$ cat src/rtl/alu_pkg.sv
// rtl/alu_pkg.sv - shared ALU sequencer types and slice width
package alu_pkg;
  typedef enum logic [1:0] {IDLE, RUN, DONE} seq_state_t;
  localparam int SLICE_W = 4;
endpackage

$ cat src/rtl/cla_seq_addsub_if.sv
// rtl/cla_seq_addsub_if.sv - request/response bundle of the sequential add/sub unit
interface cla_seq_addsub_if #(parameter int WIDTH = 16);
  logic             start;
  logic             sub;
  logic             sat_en;
  logic [WIDTH-1:0] a;
  logic [WIDTH-1:0] b;
  logic             busy;
  logic             done;
  logic [WIDTH-1:0] result;
  logic             ovfl;
  logic             cout;

  modport master (output start, sub, sat_en, a, b,
                  input  busy, done, result, ovfl, cout);
  modport slave  (input  start, sub, sat_en, a, b,
                  output busy, done, result, ovfl, cout);
endinterface

$ cat src/rtl/cla_seq_addsub_cla4.sv
// rtl/cla_seq_addsub_cla4.sv - 4-bit carry-lookahead adder slice
module CLA_4bit (
  input  logic [3:0] i_a,
  input  logic [3:0] i_b,
  input  logic       i_cin,
  output logic [3:0] o_sum,
  output logic       o_cout,
  output logic       o_prop_val,
  output logic       o_gen_val
);
  logic [3:0] w_p;
  logic [3:0] w_g;
  logic [4:0] w_c;

  assign w_p = i_a ^ i_b;
  assign w_g = i_a & i_b;

  assign w_c[0] = i_cin;
  assign w_c[1] = w_g[0] | (w_p[0] & i_cin);
  assign w_c[2] = w_g[1] | (w_p[1] & w_g[0]) | (w_p[1] & w_p[0] & i_cin);
  assign w_c[3] = w_g[2] | (w_p[2] & w_g[1]) | (w_p[2] & w_p[1] & w_g[0])
                | (w_p[2] & w_p[1] & w_p[0] & i_cin);
  assign w_c[4] = w_g[3] | (w_p[3] & w_g[2]) | (w_p[3] & w_p[2] & w_g[1])
                | (w_p[3] & w_p[2] & w_p[1] & w_g[0])
                | (w_p[3] & w_p[2] & w_p[1] & w_p[0] & i_cin);

  assign o_sum      = w_p ^ w_c[3:0];
  assign o_cout     = w_c[4];
  assign o_prop_val = &w_p;
  assign o_gen_val  = w_g[3] | (w_p[3] & w_g[2]) | (w_p[3] & w_p[2] & w_g[1])
                    | (w_p[3] & w_p[2] & w_p[1] & w_g[0]);
endmodule

$ cat src/rtl/cla_seq_addsub.sv
// rtl/cla_seq_addsub.sv - WIDTH-bit add/sub run nibble-serially through one CLA slice
module cla_seq_addsub
  import alu_pkg::*;
#(
  parameter int WIDTH = 16
) (
  input  logic                clk,
  input  logic                rst,
  cla_seq_addsub_if.slave     bus
);
  localparam int NSLICE = WIDTH / SLICE_W;
  localparam int IDX_W  = (NSLICE > 1) ? $clog2(NSLICE) : 1;
  localparam int MSB    = WIDTH - 1;
  localparam logic [IDX_W-1:0] LAST_IDX = IDX_W'(NSLICE - 1);
  localparam logic [WIDTH-1:0] SAT_MAX  = {1'b0, {(WIDTH-1){1'b1}}};
  localparam logic [WIDTH-1:0] SAT_MIN  = {1'b1, {(WIDTH-1){1'b0}}};

  seq_state_t       r_state;
  seq_state_t       w_state_nxt;
  logic [IDX_W-1:0] r_idx;
  logic             r_carry;
  logic             r_sat_en;
  logic [WIDTH-1:0] r_op_a;
  logic [WIDTH-1:0] r_op_b;
  logic [WIDTH-1:0] r_sum;
  logic [WIDTH-1:0] r_result;
  logic             r_ovfl;
  logic             r_cout;

  logic [SLICE_W-1:0] w_a_nib;
  logic [SLICE_W-1:0] w_b_nib;
  logic [SLICE_W-1:0] w_slice_sum;
  logic               w_slice_cout;
  logic [1:0]         w_unused_pg;
  logic [WIDTH-1:0]   w_sum_full;
  logic               w_ovfl;
  logic               w_last;
  logic               w_accept;
  logic               w_busy;
  logic               w_done;

  assign w_a_nib = r_op_a[r_idx*SLICE_W +: SLICE_W];
  assign w_b_nib = r_op_b[r_idx*SLICE_W +: SLICE_W];
  assign w_last  = (r_idx == LAST_IDX);

  CLA_4bit u_slice (
    .i_a        (w_a_nib),
    .i_b        (w_b_nib),
    .i_cin      (r_carry),
    .o_sum      (w_slice_sum),
    .o_cout     (w_slice_cout),
    .o_prop_val (w_unused_pg[0]),
    .o_gen_val  (w_unused_pg[1])
  );

  // Overflow is judged on the fully assembled sum, including the nibble produced this cycle
  always_comb begin
    w_sum_full = r_sum;
    w_sum_full[r_idx*SLICE_W +: SLICE_W] = w_slice_sum;
    w_ovfl = (r_op_a[MSB] == r_op_b[MSB]) && (w_sum_full[MSB] != r_op_a[MSB]);
  end

  always_ff @(posedge clk) begin
    if (rst) r_state <= IDLE;
    else     r_state <= w_state_nxt;
  end

  always_comb begin
    w_state_nxt = r_state;
    w_busy      = 1'b0;
    w_done      = 1'b0;
    w_accept    = 1'b0;
    case (r_state)
      IDLE: begin
        if (bus.start) begin
          w_accept    = 1'b1;
          w_state_nxt = RUN;
        end
      end
      RUN: begin
        w_busy = 1'b1;
        if (w_last) w_state_nxt = DONE;
      end
      DONE: begin
        w_done = 1'b1;
        if (bus.start) begin
          w_accept    = 1'b1;
          w_state_nxt = RUN;
        end else begin
          w_state_nxt = IDLE;
        end
      end
      default: w_state_nxt = IDLE;
    endcase
  end

  always_ff @(posedge clk) begin
    if (rst) begin
      r_idx    <= '0;
      r_carry  <= 1'b0;
      r_sat_en <= 1'b0;
      r_op_a   <= '0;
      r_op_b   <= '0;
      r_sum    <= '0;
      r_result <= '0;
      r_ovfl   <= 1'b0;
      r_cout   <= 1'b0;
    end else if (w_accept) begin
      // Subtraction is a + ~b + 1: the +1 rides in as the first slice carry
      r_op_a   <= bus.a;
      r_op_b   <= bus.sub ? ~bus.b : bus.b;
      r_sat_en <= bus.sat_en;
      r_carry  <= bus.sub;
      r_idx    <= '0;
    end else if (r_state == RUN) begin
      r_sum   <= w_sum_full;
      r_carry <= w_slice_cout;
      r_idx   <= r_idx + IDX_W'(1);
      if (w_last) begin
        r_ovfl <= w_ovfl;
        r_cout <= w_slice_cout;
        if (r_sat_en && w_ovfl) r_result <= r_op_a[MSB] ? SAT_MIN : SAT_MAX;
        else                    r_result <= w_sum_full;
      end
    end
  end

  assign bus.busy   = w_busy;
  assign bus.done   = w_done;
  assign bus.result = r_result;
  assign bus.ovfl   = r_ovfl;
  assign bus.cout   = r_cout;
endmodule

$ cat src/flat_wrapper.sv
// flat-port wrapper written by rule: the top's interface ports become plain ports
module cla_seq_addsub_flat import alu_pkg::*;
#(
  parameter int WIDTH = 16
)
  (clk, rst, bus_start, bus_sub, bus_sat_en, bus_a, bus_b, bus_busy, bus_done, bus_result, bus_ovfl, bus_cout);
  cla_seq_addsub_if #(.WIDTH(WIDTH)) bus_i ();
  input  logic clk;
  input  logic rst;
  input wire logic [$bits(bus_i.start)-1:0] bus_start;
  input wire logic [$bits(bus_i.sub)-1:0] bus_sub;
  input wire logic [$bits(bus_i.sat_en)-1:0] bus_sat_en;
  input wire logic [$bits(bus_i.a)-1:0] bus_a;
  input wire logic [$bits(bus_i.b)-1:0] bus_b;
  output wire logic [$bits(bus_i.busy)-1:0] bus_busy;
  output wire logic [$bits(bus_i.done)-1:0] bus_done;
  output wire logic [$bits(bus_i.result)-1:0] bus_result;
  output wire logic [$bits(bus_i.ovfl)-1:0] bus_ovfl;
  output wire logic [$bits(bus_i.cout)-1:0] bus_cout;
  assign bus_i.start = bus_start;
  assign bus_i.sub = bus_sub;
  assign bus_i.sat_en = bus_sat_en;
  assign bus_i.a = bus_a;
  assign bus_i.b = bus_b;
  assign bus_busy = bus_i.busy;
  assign bus_done = bus_i.done;
  assign bus_result = bus_i.result;
  assign bus_ovfl = bus_i.ovfl;
  assign bus_cout = bus_i.cout;
  cla_seq_addsub #(.WIDTH(WIDTH)) u_core (.clk(clk), .rst(rst), .bus(bus_i));
endmodule
$ cat config.mk
export PLATFORM = sky130hd
export DESIGN_NAME = cla_seq_addsub_flat
export DESIGN_NICKNAME = d
export VERILOG_FILES = /design/src/rtl/alu_pkg.sv /design/src/rtl/cla_seq_addsub_if.sv /design/src/rtl/cla_seq_addsub_cla4.sv /design/src/rtl/cla_seq_addsub.sv /design/src/flat_wrapper.sv
export SDC_FILE = /design/constraint.sdc
export NUM_CORES = 1
export LEC_CHECK = 0
export ABC_AREA = 1
export BUFFER_PORTS_ARGS = -buffer_cell sky130_fd_sc_hd__buf_2
export CAP_MARGIN = 0
export CORE_ASPECT_RATIO = 1.25
export CORE_MARGIN = 2
export CORE_UTILIZATION = 51
export DETAILED_ROUTE_END_ITERATION = 10
export PLACE_DENSITY = 0.84
export SLEW_MARGIN = 0
export SYNTH_ARGS = -nofsm -noshare
export SYNTH_HDL_FRONTEND = slang
export SYNTH_HIERARCHICAL = 1
export SYNTH_SLANG_ARGS = --single-unit
$ cat constraint.sdc
create_clock -name clk -period 2.65 [get_ports clk]
set_input_delay 0.1325 -clock clk [delete_from_list [all_inputs] [get_ports clk]]
set_output_delay 0.1325 -clock clk [all_outputs]
set_load 0.005 [all_outputs]
==> results.yml, run 1 <==
layout:
  final_cells: 617
  antenna_cells: 0
  layout.nets: 574
  areaGrowthSynthToFinish_pct: 18.9
  postLayoutCoreUtil_pct: 62.9
  drive_gt1_share_pct: 22.1
power:
  power_density_nw_per_um2: 640
  vdd_drop_max_uv: 481
  combPwrFrac_pct: 18.4
  power.internal_mw: 1.91
  p_clk_share_pct: 37.0
  power_leakage_nw: 1.81
  p_seq_share_pct: 44.6
  power_mw: 2.66
  switching_power_mw: 0.748
  netSwitchingFraction_pct: 28.1
cts:
  clk_pin_slew_ns: 0.07
  cts-root-buf: "clkbuf_8"
  clockBufferDepth: 2
  cts_made_buffers: 9
  cts_num_sinks: 72
  cts_tree: "done"
  cts_max_level: 3
  worstSkewPairLatency_ns: 0.35
route:
  antenna_left: 0
  vias: 3321
  drt_iter0_drc: 240
  drt_wl_total_mm: 8.36
  viasPerCell: 5.38
  wire_per_inst_um: 13.5
  drc: 0
  dr.pass1.iters: 5
global_routing:
  antenna_found_initial: 0
  grt_pass1_vias: 3074
  grt_pass1_wl_mm: 13.6
  grt_max_degree: 50
  gr-total-overflow: 0
  track_usage_pct: 22.7
setup_path:
  cp_data_arrival_time_ns: 2.73
  required_ns: 2.89
  timing.rr.end: "u_core/bus.result[6]$_SDFFE_PP0P_"
  worst-r2r-setup-slack_ns: 0.15
  crit_fanout: 9
  crit_type: "reg -> reg"
  startpoint_type: "flip-flop"
  critPathCaptureType: "flip-flop"
  r2r_cells: 18
  timing.rr.start: "u_core/r_idx[0]$_SDFFE_PP0P_"
sta:
  maxSlewViolCount: 0
  clock_skew_ns: 0.00737
  finalCritPeriodShare_pct: 94.2
  fin_crit_ns: 2.50
  finalSetupViolations: 0
  worst_pin_slew_ns: 0.975
  worst_slack_ns: 0.153
  max_clock_freq_mhz: 401
  finalHoldViolations: 0
  max_slew_margin_pct: 34.9
die:
  ioPinCount: 57
  coreArea_um2: 6610
  floorplan.rows: 33
  die_w_um: 78.0
  start_util_pct: 52.9
  die_area_um2: 7530
  chipHeight_um: 96.5
synthesis:
  ys.warnings.count: 6
  syn_area_um2: 3490
  syn_nets: 519
  synth_area_per_cell_um2: 7.43
  syn_inst: 470
hold_path:
  min_path_cells: 3
  holdPathEnd: "u_core/r_op_a[10]$_SDFFE_PP0P_"
  hp-class: "in -> reg"
  hp-start: "bus_a[10]"
place:
  gp_congestion: 0.863
  dpl.hpwl_mm: 5.68
  port_buffers: 56
  post-place-cells: 596
  pre_cts_slack_ns: 0.0395
status:
  outcome: "finished, final reports clean"
run:
  drv_cap: 0
## power by group through the flow
stage / clock network (mW) / logic [mW] / registers [mW]
2_1_floorplan: 0 / 0.335 / 1.19
3_3_place_gp: 0 / 0.440 / 1.20
3_5_place_dp: 0 / 0.450 / 1.20
4_1_cts: 0.997 / 0.456 / 1.18
5_1_grt: 1.04 / 0.549 / 1.19
6_report: 0.986 / 0.488 / 1.19
## flip-flops by register name (all words and copies together), names as in the netlist, 2 cells and up
signal             count
u_core/r_op_a         16
u_core/r_state         2
u_core/bus.result     16
u_core/r_sum          16
u_core/r_idx           2
u_core/r_op_b         16
## metal layers
layer	global-route usage (%)	part of all wire [%]	wire length [µm]
met1	25.6	42	3500
met2	41.9	51	4300
met3	4.74	4.5	380
met4	8.92	2.2	184
met5	0	0	0
## cells in the final DEF, fill, tap and decap left out, drive strengths merged, types with 2 or more instances in the layout
master   n
nand2   75
o22ai   21
bufinv   2
nand3   12
nor2    59
nand4    2
xnor2   17
dfxtp   72
ha      11
a21oi   51
inv     43
clkinv   3
o21ai   74
clkbuf  11
buf     68
## worst max-delay path, cell delays in order (launching register included)
cell and delay, ns:
dfxtp_2 0.36, inv_2 0.05, buf_6 0.13, o21ai_0 0.18, o22ai_1 0.16, ha_1 0.35, nand4_1 0.14, nand2_1 0.10
nand2_1 0.05, nand2_1 0.08, nand2_2 0.07, inv_2 0.05, nand3_2 0.09, nand2_2 0.12, nand2_2 0.07, nand2_4 0.13
nand2_4 0.09, nand2_1 0.11, a21oi_2 0.05
## area by class of cell
| cell class | instances | area (µm²) |
|---|---|---|
| fillers | 633 | 2450 |
| inverters | 43 | 166 |
| repair buffers | 69 | 400 |
| well taps | 87 | 109 |
| flip-flops and latches | 72 | 1440 |
| clock buffers | 11 | 151 |
| multi-input cells | 330 | 1810 |
| clock inverters | 5 | 78.8 |
## what timing repair did
action / 4_1_cts / 5_1_grt
endpoints found under the hold margin: 1 / 0
setup endpoints to repair: 0 / 16
hold buffers: 1 / 0
gates resized for setup: 0 / 25
buffers inserted: 0 / 3
## worst max-delay path by stage
stage                                                     to  slack, ns                          from  depth (start not counted)
final                      u_core/bus.result[6]$_SDFFE_PP0P_       0.15  u_core/r_idx[0]$_SDFFE_PP0P_                         18
after detailed placement   u_core/bus.result[1]$_SDFFE_PP0P_       0.04  u_core/r_idx[1]$_SDFFE_PP0P_                         17
after global placement     u_core/bus.result[0]$_SDFFE_PP0P_       0.15  u_core/r_idx[0]$_SDFFE_PP0P_                         17
after global routing      u_core/bus.result[14]$_SDFFE_PP0P_      -0.05  u_core/r_idx[0]$_SDFFE_PP0P_                         18
after CTS                  u_core/bus.result[0]$_SDFFE_PP0P_       0.03  u_core/r_idx[1]$_SDFFE_PP0P_                         17
after floorplan           u_core/bus.result[13]$_SDFFE_PP0P_       0.10  u_core/r_idx[0]$_SDFFE_PP0P_                         19
## through the flow
stage	cell area [µm²]	hold WS, ns	setup TNS, ns
5_1_grt	4160	0.00795	-0.515
3_5_place_dp	3830	0.361	0
4_1_cts	4070	0.00355	0
3_3_place_gp	3830	0.355	0
2_1_floorplan	3490	0.267	0
6_report	4160	0.0131	0
Note: power is estimated with default switching activity, not from simulation.
==> run 2: changes to the inputs <==
--- a/config.mk
+++ b/config.mk
@@ -10,9 +10,9 @@
 export CAP_MARGIN = 0
 export CORE_ASPECT_RATIO = 1.25
 export CORE_MARGIN = 2
-export CORE_UTILIZATION = 51
+export CORE_UTILIZATION = 43
 export DETAILED_ROUTE_END_ITERATION = 10
-export PLACE_DENSITY = 0.84
+export PLACE_DENSITY = 0.74
 export SLEW_MARGIN = 0
 export SYNTH_ARGS = -nofsm -noshare
 export SYNTH_HDL_FRONTEND = slang
==> run 2 against run 1 <==
Combinational power rose by 4.1%. Clock skew rose by 0.0028 ns. Clock-buffer cell count rose by 3. Critical path type unchanged. Global-route usage fell by 3.2 points.
==> results.yml, run 2 (synthesis results as in run 1) <==
global_routing:
  gr-total-overflow: 0
  grt_pass1_wl_mm: 14.2
  grt_max_degree: 50
  antenna_found_initial: 0
  grt_pass1_vias: 3195
  track_usage_pct: 19.5
route:
  drc: 0
  drt_iter0_drc: 186
  dr.pass1.iters: 4
  wire_per_inst_um: 13.8
  viasPerCell: 5.29
  antenna_left: 0
  vias: 3341
  drt_wl_total_mm: 8.72
die:
  floorplan.rows: 36
  start_util_pct: 44.6
  coreArea_um2: 7840
  die_w_um: 84.6
  chipHeight_um: 105
  ioPinCount: 57
  die_area_um2: 8870
layout:
  final_cells: 632
  antenna_cells: 0
  layout_commonest_cell: "dfxtp_1"
  drive_gt1_share_pct: 22.0
  layout.nets: 581
  areaGrowthSynthToFinish_pct: 21.8
  final_cell_mix: "dfxtp_1 (70), o21ai_0 (68), nand2_1 (65)"
power:
  switching_power_mw: 0.753
  netSwitchingFraction_pct: 27.9
  power_density_nw_per_um2: 635
  p_clk_share_pct: 37.4
  vdd_drop_max_uv: 332
  power_mw: 2.70
  power_leakage_nw: 1.84
  power.internal_mw: 1.95
  p_seq_share_pct: 43.8
  combPwrFrac_pct: 18.8
status:
  outcome: "finished, final reports clean"
sta:
  clock_skew_ns: 0.0102
  finalCritPeriodShare_pct: 93.4
  worst_pin_slew_ns: 0.762
  worst_slack_ns: 0.175
  finalSetupViolations: 0
  max_clock_freq_mhz: 404
  max_slew_margin_pct: 49.1
  fin_crit_ns: 2.47
  maxSlewViolCount: 0
  hold_ws_ns: 0.0000594
  finalHoldViolations: 0
setup_path:
  worst-r2r-setup-slack_ns: 0.18
  crit_fanout: 8
  critPathCaptureType: "flip-flop"
  cp_data_arrival_time_ns: 2.77
  timing.rr.end: "u_core/bus.result[6]$_SDFFE_PP0P_"
  timing.rr.start: "u_core/r_idx[0]$_SDFFE_PP0P_"
  r2r_cells: 20
  required_ns: 2.95
  crit_type: "reg -> reg"
  startpoint_type: "flip-flop"
place:
  gp_congestion: 0.883
  port_buffers: 56
  post-place-cells: 603
  pre_cts_slack_ns: 0.000867
  dpl.hpwl_mm: 5.79
cts:
  cts_max_level: 3
  cts-root-buf: "clkbuf_8"
  cts_num_sinks: 72
  worstSkewPairLatency_ns: 0.36
  clk_pin_slew_ns: 0.08
  cts_tree: "done"
  cts_made_buffers: 9
  clockBufferDepth: 2
hold_path:
  holdPathEnd: "u_core/r_op_a[5]$_SDFFE_PP0P_"
  hp-class: "in -> reg"
  hp-start: "bus_a[5]"
  min_path_cells: 3
run:
  drv_cap: 0
==> run 2: power by group through the flow <==
stage          Sequential (mW)  Combinational [mW]  Clock, mW
2_1_floorplan             1.19               0.335          0
3_3_place_gp              1.20               0.443          0
3_5_place_dp              1.20               0.455          0
4_1_cts                   1.18               0.468       1.02
5_1_grt                   1.19               0.569       1.07
6_report                  1.18               0.508       1.01
==> run 2: critical path: stages (launching register included) <==
cell,delay [ns]
dfxtp_4,0.36
inv_2,0.07
clkbuf_4,0.18
nor2_1,0.05
o22ai_1,0.21
ha_1,0.30
nand2_1,0.09
nand2_1,0.07
nand2_2,0.08
nand2_1,0.05
nand2_1,0.08
nand2_2,0.06
nand2_2,0.07
clkinv_1,0.07
nand3_2,0.09
nand2_2,0.08
nand2_2,0.08
nand2_4,0.10
nand2_4,0.12
nand2_1,0.08
a21oi_2,0.11
==> run 2: worst max path at each step <==
stage / start / end / slack, ns / depth (start not counted)
final: u_core/r_idx[0]$_SDFFE_PP0P_ / u_core/bus.result[6]$_SDFFE_PP0P_ / 0.18 / 20
after global routing: u_core/r_idx[0]$_SDFFE_PP0P_ / u_core/bus.result[0]$_SDFFE_PP0P_ / -0.01 / 18
after CTS: u_core/r_idx[0]$_SDFFE_PP0P_ / u_core/bus.result[7]$_SDFFE_PP0P_ / 0.04 / 19
after detailed placement: u_core/r_idx[0]$_SDFFE_PP0P_ / u_core/bus.result[1]$_SDFFE_PP0P_ / 0.0009 / 18
after global placement: u_core/r_idx[0]$_SDFFE_PP0P_ / u_core/bus.result[0]$_SDFFE_PP0P_ / 0.12 / 18
after floorplan: u_core/r_idx[0]$_SDFFE_PP0P_ / u_core/bus.result[13]$_SDFFE_PP0P_ / 0.10 / 19
==> run 2: final cells by class <==
type                       instances  area (µm²)
clock buffer                      14         173
clock inverter                     2        60.1
fill                             771        3580
inverter                          43         170
multi-input combinational        330        1820
sequential                        72        1450
tap                               95         119
timing repair buffer              76         465
==> run 2: through the flow <==
step           utilization (%)  setup TNS, ns  instance area (µm²)
3_5_place_dp              48.9              0                 3830
2_1_floorplan                -              0                 3490
5_1_grt                   54.3        -0.0790                 4250
6_report                  54.3              0                 4250
4_1_cts                   52.8              0                 4140
3_3_place_gp              48.9              0                 3830
==> run 2: what timing repair did <==
action | in CTS | in global routing
resized for setup | 1 | 28
gates cloned | 0 | 2
hold buffers | 7 | 0
pin swaps | 0 | 6
buffers inserted | 0 | 4
hold endpoints to repair | 7 | 0
endpoints found under the setup margin | 13 | 17
==> run 2: layer usage <==
| metal | global-route usage [%] | vias to the layer above | wire (µm) | share of wire (%) |
|---|---|---|---|---|
| met5 | 0 | - | 0 | 0 |
| met4 | 11.5 | 0 | 338 | 3.9 |
| met3 | 3.55 | 28 | 392 | 4.5 |
| met2 | 32.1 | 109 | 4280 | 49 |
| met1 | 23.5 | 1523 | 3710 | 43 |
| li1 | - | 1681 | - | - |
==> run 3: changes to the inputs <==
--- a/config.mk
+++ b/config.mk
@@ -9,7 +9,6 @@
 export BUFFER_PORTS_ARGS = -buffer_cell sky130_fd_sc_hd__buf_2
 export CAP_MARGIN = 0
 export CORE_ASPECT_RATIO = 1.25
-export CORE_MARGIN = 2
 export CORE_UTILIZATION = 43
 export DETAILED_ROUTE_END_ITERATION = 10
 export PLACE_DENSITY = 0.74
==> run 3 against run 2 <==
Utilization is 0.51 points lower. Die area is 4.2% lower. Critical path depth is 2 lower. Largest cell class unchanged. Hold slack better by 0.0083 ns. First-iteration DRC count is 16% higher.
==> results.yml, run 3 (synthesis results as in run 1) <==
setup_path:
  timing.rr.start: "u_core/r_idx[0]$_SDFFE_PP0P_"
  crit_type: "reg -> reg"
  startpoint_type: "flip-flop"
  crit_fanout: 24
  cp_data_arrival_time_ns: 2.80
  required_ns: 2.94
  crit_start: "u_core/r_idx[0]$_SDFFE_PP0P_"
  critPathCaptureType: "flip-flop"
die:
  start_util_pct: 44.6
  coreArea_um2: 7840
  die_area_um2: 8490
  chipHeight_um: 103
  ioPinCount: 57
  floorplan.rows: 36
  die_w_um: 82.6
sta:
  fin_crit_ns: 2.51
  finalSetupViolations: 0
  setup_tns_ns: 0
  max_clock_freq_mhz: 398
  maxSlewViolCount: 0
  clock_skew_ns: 0.00851
  worst_pin_slew_ns: 0.747
  finalCritPeriodShare_pct: 94.8
  finalHoldViolations: 0
  max_slew_margin_pct: 50.1
power:
  power_density_nw_per_um2: 618
  vdd_drop_max_uv: 364
  power_leakage_nw: 1.82
route:
  vias: 3281
  drc: 0
  drt_iter0_drc: 215
  wire_per_inst_um: 12.9
  antenna_left: 0
  drt_wl_total_mm: 8.14
  viasPerCell: 5.22
  dr.pass1.iters: 5
place:
  dpl.hpwl_mm: 5.49
  gp_congestion: 0.918
  post-place-cells: 603
  port_buffers: 56
  placed_cell_area_um2: 3840
cts:
  clockBufferDepth: 2
  cts_made_buffers: 9
  cts_tree: "done"
  clk_pin_slew_ns: 0.07
  cts_max_level: 3
  cts-root-buf: "clkbuf_8"
  worstSkewPairLatency_ns: 0.35
  cts_num_sinks: 72
layout:
  fillers: 776
  antenna_cells: 0
  multiInputGateArea_um2: 1840
  final-seq-area_um2: 1440
  layout_commonest_cell: "dfxtp_1"
  final_cells: 629
  layout.nets: 579
  areaGrowthSynthToFinish_pct: 20.6
  drive_gt1_share_pct: 21.3
  final_cell_mix: "dfxtp_1 (71), o21ai_0 (69), nand2_1 (67)"
  final_area_um2: 4210
global_routing:
  grt_max_degree: 50
  grt_pass1_vias: 2846
  track_usage_pct: 19.9
  antenna_found_initial: 0
  gr-total-overflow: 0
  grt_pass1_wl_mm: 12.6
hold_path:
  hp-class: "in -> reg"
  hp-start: "bus_a[6]"
run:
  drv_cap: 0
status:
  outcome: "finished, final reports clean"
[run 3: changes by cell type in the layout (fill, tap and decap cells not counted), moves of 2 or more]
cell / delta
clkbuf_8: -3
nand2_1: +2
nand2_2: -2
o22ai_2: +2
o22ai_1: -2
clkinv_2: +2
[run 3: path summary, 6_finish.rpt]
path | depth (start not counted) | slack, ns | endpoint
setup / recovery | 18 | 0.14 | u_core/bus.result[3]$_SDFFE_PP0P_
hold / removal | 3 | 0.008 | u_core/r_op_a[6]$_SDFFE_PP0P_
setup reg to reg | 18 | 0.14 | u_core/bus.result[3]$_SDFFE_PP0P_
hold reg to reg | 2 | 0.47 | u_core/r_sum[12]$_SDFFE_PP0P_
[run 3: cell type report]
class / instances / area share, %
multi-input cells: 330 / 43.6
flip-flops and latches: 72 / 34.2
repair buffers: 74 / 10.7
inverters: 43 / 3.89
clock buffers: 11 / 3.12
well taps: 95 / 2.82
clock inverters: 4 / 1.66
[run 3: where the power goes]
part           total, mW  switching (mW)  internal [mW]
clock              0.912           0.390          0.522
combinational      0.514           0.307          0.207
sequential          1.18          0.0370           1.14
[run 3: timing repair]
item,CTS,global route
resized for setup,1,18
hold buffers,6,0
pin swaps,0,8
endpoints found under the setup margin,12,16
cloned,0,1
hold endpoints to repair,6,0
setup buffers,0,4
[run 3: metal layers]
| layer | track usage [%] | vias to the layer above | routed length, µm |
|---|---|---|---|
| met5 | 0 | - | 0 |
| met4 | 9.15 | 0 | 247 |
| met3 | 4.25 | 22 | 363 |
| met2 | 33.6 | 100 | 4010 |
| met1 | 23.9 | 1479 | 3530 |
| li1 | - | 1680 | - |
[run 3: stage by stage]
stage	worst slack, ns	total power [mW]	util (%)	hold slack (ns)
after floorplan	0.104	1.53	-	0.267
after global placement	0.0740	1.65	49.0	0.354
after detailed placement	-0.0300	1.66	49.0	0.357
after CTS	0.0551	2.57	52.4	0.00348
after global routing	-0.0202	2.74	53.8	0.0189
final	0.138	2.61	53.8	0.00833
[run 3: critical path: stages (launching register included)]
cell	delay [ns]
dfxtp_2	0.33
buf_12	0.15
o21ai_0	0.26
o22ai_2	0.16
ha_4	0.25
or2_0	0.21
nand2_1	0.08
nand2_1	0.05
nand2_1	0.05
nand2_1	0.07
nand2_2	0.08
clkinv_1	0.07
nand3_2	0.10
nand2_2	0.08
nand2_2	0.08
nand2_4	0.10
nand2_4	0.13
nand2_1	0.07
a21oi_1	0.14
